`src/rtl/counter_seq_pkg.sv`:
```
// counter_seq_pkg: opcodes, FSM encoding and digit limit shared by the
// counter_10 sequencer and its bench-side users.
package counter_seq_pkg;

   localparam logic [1:0] OP_LOAD    = 2'b00;
   localparam logic [1:0] OP_START   = 2'b01;
   localparam logic [1:0] OP_STOP    = 2'b10;
   localparam logic [1:0] OP_SETMODE = 2'b11;

   localparam logic [3:0] MAX_DIGIT  = 4'd9;

   typedef enum logic [1:0] {
      ST_IDLE = 2'b00,
      ST_LOAD = 2'b01,
      ST_RUN  = 2'b10,
      ST_DONE = 2'b11
   } state_t;

   // A load value or target must be a single decimal digit.
   function automatic logic digit_ok(input logic [3:0] value);
      return value <= MAX_DIGIT;
   endfunction

endpackage

```
`src/rtl/tick_gen.sv`:
```
// tick_gen: registered one-cycle strobe every PRESCALE enabled cycles.
// clear/enable describe the cycle that begins at the coming clock edge.
module tick_gen #(
   parameter int PRESCALE = 4,
   parameter int PW       = (PRESCALE > 1) ? $clog2(PRESCALE) : 1
) (
   input  logic CLK,
   input  logic rst,
   input  logic clear,
   input  logic enable,
   output logic tick
);

   localparam logic [PW-1:0] LAST = PW'(PRESCALE - 1);

   logic [PW-1:0] count_q, count_d;
   logic          tick_q, tick_d;

   always_comb begin
      // NOTE: every signal assigned here gets a default first, so no path leaves it unassigned and no latch is inferred.
      count_d = count_q;
      if (clear) begin
         count_d = '0;
      end else if (enable) begin
         count_d = (count_q == LAST) ? '0 : count_q + 1'b1;
      end
      tick_d = enable && (count_d == LAST);
   end

   always_ff @(posedge CLK) begin
      // NOTE: sequential state uses non-blocking assignments so every flop samples pre-edge values.
      if (rst) begin
         count_q <= '0;
         tick_q  <= 1'b0;
      end else begin
         count_q <= count_d;
         tick_q  <= tick_d;
      end
   end

   assign tick = tick_q;

endmodule

```
`src/rtl/counter_seq.sv`:
```
// counter_seq: command-driven sequencer for the counter_10 decimal counter;
// loads, sets mode, runs with a prescaled tick and reports when a target is hit.
module counter_seq
   import counter_seq_pkg::*;
#(
   parameter int PRESCALE = 4,
   parameter int PW       = (PRESCALE > 1) ? $clog2(PRESCALE) : 1
) (
   input  logic       CLK,
   input  logic       rst,
   input  logic       cmd_valid,
   output logic       cmd_ready,
   input  logic [1:0] cmd_op,
   input  logic [3:0] cmd_arg,
   input  logic [3:0] oQ,
   output logic [1:0] contral,
   output logic       load_enable,
   output logic [3:0] load_counter,
   output logic       cnt_en,
   output logic       busy,
   output logic       done,
   output logic       err
);

   state_t     state_q, state_d;
   logic [1:0] contral_q, contral_d;
   logic [3:0] load_counter_q, load_counter_d;
   logic [3:0] target_q, target_d;
   logic       tick_seen_q, tick_seen_d;
   logic       load_enable_q, load_enable_d;
   logic       busy_q, busy_d;
   logic       done_q, done_d;
   logic       err_q, err_d;
   logic       pre_clear;
   logic       cmd_fire;

   // While running, only STOP may be taken so a run cannot be re-armed mid-flight.
   always_comb begin
      cmd_ready = 1'b0;
      case (state_q)
         ST_IDLE: cmd_ready = 1'b1;
         ST_RUN:  cmd_ready = (cmd_op == OP_STOP);
         default: cmd_ready = 1'b0;
      endcase
   end

   assign cmd_fire = cmd_valid && cmd_ready;

   always_comb begin
      state_d        = state_q;
      contral_d      = contral_q;
      load_counter_d = load_counter_q;
      target_d       = target_q;
      tick_seen_d    = tick_seen_q;
      err_d          = 1'b0;
      pre_clear      = 1'b0;
      case (state_q)
         ST_IDLE: begin
            if (cmd_fire) begin
               case (cmd_op)
                  OP_LOAD: begin
                     if (digit_ok(cmd_arg)) begin
                        load_counter_d = cmd_arg;
                        state_d        = ST_LOAD;
                     end else begin
                        err_d = 1'b1;
                     end
                  end
                  OP_START: begin
                     if (digit_ok(cmd_arg)) begin
                        target_d    = cmd_arg;
                        tick_seen_d = 1'b0;
                        pre_clear   = 1'b1;
                        state_d     = ST_RUN;
                     end else begin
                        err_d = 1'b1;
                     end
                  end
                  OP_SETMODE: contral_d = cmd_arg[1:0];
                  default: ;
               endcase
            end
         end
         ST_LOAD: state_d = ST_IDLE;
         ST_RUN: begin
            if (cnt_en) tick_seen_d = 1'b1;
            // An accepted STOP outranks a simultaneous target match.
            if (cmd_fire) begin
               state_d = ST_IDLE;
            end else if (tick_seen_q && (oQ == target_q)) begin
               state_d = ST_DONE;
            end
         end
         ST_DONE: state_d = ST_IDLE;
         default: state_d = ST_IDLE;
      endcase
      load_enable_d = (state_d == ST_LOAD);
      busy_d        = (state_d != ST_IDLE);
      done_d        = (state_d == ST_DONE);
   end

   always_ff @(posedge CLK) begin
      if (rst) begin
         state_q        <= ST_IDLE;
         contral_q      <= 2'b00;
         load_counter_q <= 4'd0;
         target_q       <= 4'd0;
         tick_seen_q    <= 1'b0;
         load_enable_q  <= 1'b0;
         busy_q         <= 1'b0;
         done_q         <= 1'b0;
         err_q          <= 1'b0;
      end else begin
         state_q        <= state_d;
         contral_q      <= contral_d;
         load_counter_q <= load_counter_d;
         target_q       <= target_d;
         tick_seen_q    <= tick_seen_d;
         load_enable_q  <= load_enable_d;
         busy_q         <= busy_d;
         done_q         <= done_d;
         err_q          <= err_d;
      end
   end

   tick_gen #(
      .PRESCALE (PRESCALE),
      .PW       (PW)
   ) u_tick_gen (
      .CLK    (CLK),
      .rst    (rst),
      .clear  (pre_clear),
      .enable (state_d == ST_RUN),
      .tick   (cnt_en)
   );

   assign contral      = contral_q;
   assign load_enable  = load_enable_q;
   assign load_counter = load_counter_q;
   assign busy         = busy_q;
   assign done         = done_q;
   assign err          = err_q;

endmodule

```
`config.mk`:
```
export PLATFORM = sky130hd
export DESIGN_NAME = counter_seq
export DESIGN_NICKNAME = d
export VERILOG_FILES = /design/src/rtl/counter_seq_pkg.sv /design/src/rtl/tick_gen.sv /design/src/rtl/counter_seq.sv
export SDC_FILE = /design/constraint.sdc
export NUM_CORES = 1
export LEC_CHECK = 0
export BUFFER_PORTS_ARGS = -buffer_cell sky130_fd_sc_hd__buf_2
export CAP_MARGIN = 20
export CORE_ASPECT_RATIO = 1.1
export CORE_MARGIN = 2
export CORE_UTILIZATION = 48
export CTS_CLUSTER_DIAMETER = 200
export DETAILED_ROUTE_END_ITERATION = 12
export PLACE_DENSITY_LB_ADDON = 0.25
export SLEW_MARGIN = 25
export SYNTH_ARGS = -nofsm -noshare
export SYNTH_HDL_FRONTEND = slang
export SYNTH_SLANG_ARGS = --single-unit
export TNS_END_PERCENT = 1
```
`constraint.sdc`:
```
create_clock -name CLK -period 1.7 [get_ports CLK]
set_input_delay 0.085 -clock CLK [delete_from_list [all_inputs] [get_ports CLK]]
set_output_delay 0.085 -clock CLK [all_outputs]
set_load 0.005 [all_outputs]
```
==> flow_summary.json <==
{
  "cpPeakStageDelay_ns": 0.44,
  "cts_buffers": 3,
  "die_area_mm2": 0.00211,
  "synthFlopType": "dfxtp_1",
  "maxSlewHeadroom_pct": 74.1,
  "setup_ws_ns": 0.233,
  "clockBufferDepth": 2,
  "h-tree-depth": 1,
  "start_util_pct": 52.2,
  "synth.cell_area_um2": 842,
  "post_cts_buffers": 0,
  "status": "complete, no violations",
  "drive_gt1_share_pct": 33.0,
  "crit_path_end_kind": "flip-flop",
  "critPathTopFamily": "simple AND/OR/NAND/NOR gates",
  "ys_warn_count": 0,
  "gr-usage-all-layers_pct": 15.9,
  "vias": 674,
  "drt_first_pass_iters": 4,
  "netlist_instances": 81,
  "hold_buffers": 0,
  "grt_max_degree": 18,
  "tightestPinTransition_ns": 0.387,
  "antenna_found_initial": 0,
  "drv_cap": 0,
  "synth_top_area_share_pct": 47.5,
  "synth-edff-count": 0,
  "placedCellCount": 120,
  "postSynthAreaPerCell_um2": 10.4,
  "synth_seq_cells": 20,
  "nets": 122,
  "critPathMaxFanout": 7,
  "cts_tree": "built",
  "fin_tns_setup_ns": 0,
  "die_x_um": 43.9,
  "period_needed_ns": 1.47,
  "synth_top_area_cell": "dfxtp_1",
  "vias_per_cell": 5.48,
  "period_share_pct": 86.3,
  "rows": 15,
  "syn_nets": 95,
  "core_mm2": 0.00161,
  "path_cells": "nor4b_4 > nand3_4 > o2bb2ai_2 > nor4_2",
  "dpl_cell_area_um2": 976,
  "synthArstFlopShare_pct": 0,
  "peakVddDrop_uv": 588,
  "regToRegStartpoint": "state_q[1]",
  "place_ws_ns": 0.251,
  "cts_resized": 0,
  "drc_errors": 0,
  "ys_types": 25,
  "leakagePower_nw": 0.488,
  "hold_path_class": "input pin to flip-flop",
  "port_buffers": 24,
  "post-dp-hpwl_um": 1190,
  "drv_slew": 0,
  "hold_viol": 0,
  "numClockSinks": 20,
  "drt-total-wl_um": 1480,
  "io_pins": 25,
  "layout_common_cells": "buf_2, dfxtp_1, nor2_1",
  "seq_area_frac_synth_pct": 47.5,
  "drt-initial-drc-count": 8,
  "diodes": 0,
  "p_per_area_mw_per_mm2": 797,
  "hold_ws_ns": 0.0635,
  "instances_no_fill": 123,
  "crit_type": "flip-flop to flip-flop",
  "clock_skew_ns": 0.00501,
  "slowest_stage": "nor4b_4",
  "worstPathArrival_ns": 1.68,
  "cts.clk_slew.worst_paths_ns": 0.10,
  "holdCritStartpoint": "cmd_op[0]",
  "rsz0062_at_grt": "false",
  "clk_latency_ns": 0.29,
  "wire_per_inst_um": 12.0,
  "worstPathRequired_ns": 1.91,
  "final_common_cell": "buf_2",
  "critPathBufInv": 0,
  "whs_path_depth": 2,
  "grt_pass1_vias": 580,
  "stdcell_area_um2": 998,
  "fmax_mhz": 682,
  "root_buffer": "clkbuf_4",
  "netlist_top_cells_area": "dfxtp_1, mux2i_1, nor2_1",
  "die_h_um": 47.9,
  "r2r_cells": 4,
  "area_growth_pct": 18.6,
  "gr-total-overflow": 0,
  "holdPathEnd": "load_enable",
  "gp_congestion": 0.700,
  "ant_nets": 0,
  "r2r_setup_slack_ns": 0.23,
  "grt_pass1_wl_um": 2370,
  "start_kind": "flip-flop",
  "setup-violations-final": 0,
  "r2r-end": "u_tick_gen.tick"
}
-- worst max path at each step --
| stage | start | endpoint | slack (ns) | cells past startpoint |
|---|---|---|---|---|
| floorplan | state_q[1] | u_tick_gen.tick | 0.35 | 4 |
| global placement | state_q[1] | u_tick_gen.tick | 0.29 | 4 |
| detailed placement | state_q[1] | u_tick_gen.tick | 0.25 | 4 |
| CTS | state_q[1] | u_tick_gen.tick | 0.23 | 4 |
| global route | state_q[1] | load_counter[0] | 0.14 | 4 |
| finish | state_q[1] | u_tick_gen.tick | 0.23 | 4 |
-- cell families (layout without fill, tap and decap cells) --
group / after synthesis / count (layout) / share of synthesized area, %
AND/OR/NAND/NOR: 33 / 33 / 23.5
flip-flops: 20 / 20 / 47.5
multiplexers: 12 / 12 / 14.3
AO/OA/AOI/OAI: 9 / 9 / 8.17
XOR/XNOR: 4 / 4 / 4.16
buffers and inverters: 2 / 27 / 0.892
adder cells (fa/ha/maj): 1 / 1 / 1.49
-- report_power, final --
group          leakage, nW  internal, W  switching [W]
Combinational        0.312    0.0000454      0.0000530
Clock               0.0138    0.0000825       0.000126
Sequential           0.162     0.000481     0.00000806
Total                0.488     0.000609       0.000187
-- cell type report --
class / instances / area (µm²)
multi-input cells: 59 / 434
fillers: 143 / 616
repair buffers: 24 / 120
flip-flops and latches: 20 / 400
clock buffers: 3 / 22.5
well taps: 17 / 21.3
-- state kept, by name, indices dropped and copies added (netlist names) --
register	flops
busy	1
contral	2
done	1
err	1
load_counter	4
load_enable	1
state_q	2
target_q	4
tick_seen_q	1
u_tick_gen.count_q	2
u_tick_gen.tick	1
-- per-layer routing --
layer	routed length [µm]	vias to the layer above	GRT usage, %
li1	-	338	-
met1	645	309	18.7
met2	721	22	27.1
met3	74	5	2.64
met4	40	0	10.9
met5	0	-	0
-- through the flow --
step / utilization (%) / power [W]
after floorplan: - / 0.000559
after global placement: 60.5 / 0.000596
after detailed placement: 60.5 / 0.000599
after CTS: 61.9 / 0.000805
after global routing: 61.9 / 0.000830
final: 61.9 / 0.000796
-- synth_stat cells, drive strengths merged (2+ instances only) --
cell    count
mux2i      12
nand3b      3
nand4       2
nand2       6
a21oi       4
nand3       2
dfxtp      20
clkbuf      2
xnor2       4
nor3        2
nor2       13
Power figures use the tool's default switching activity.
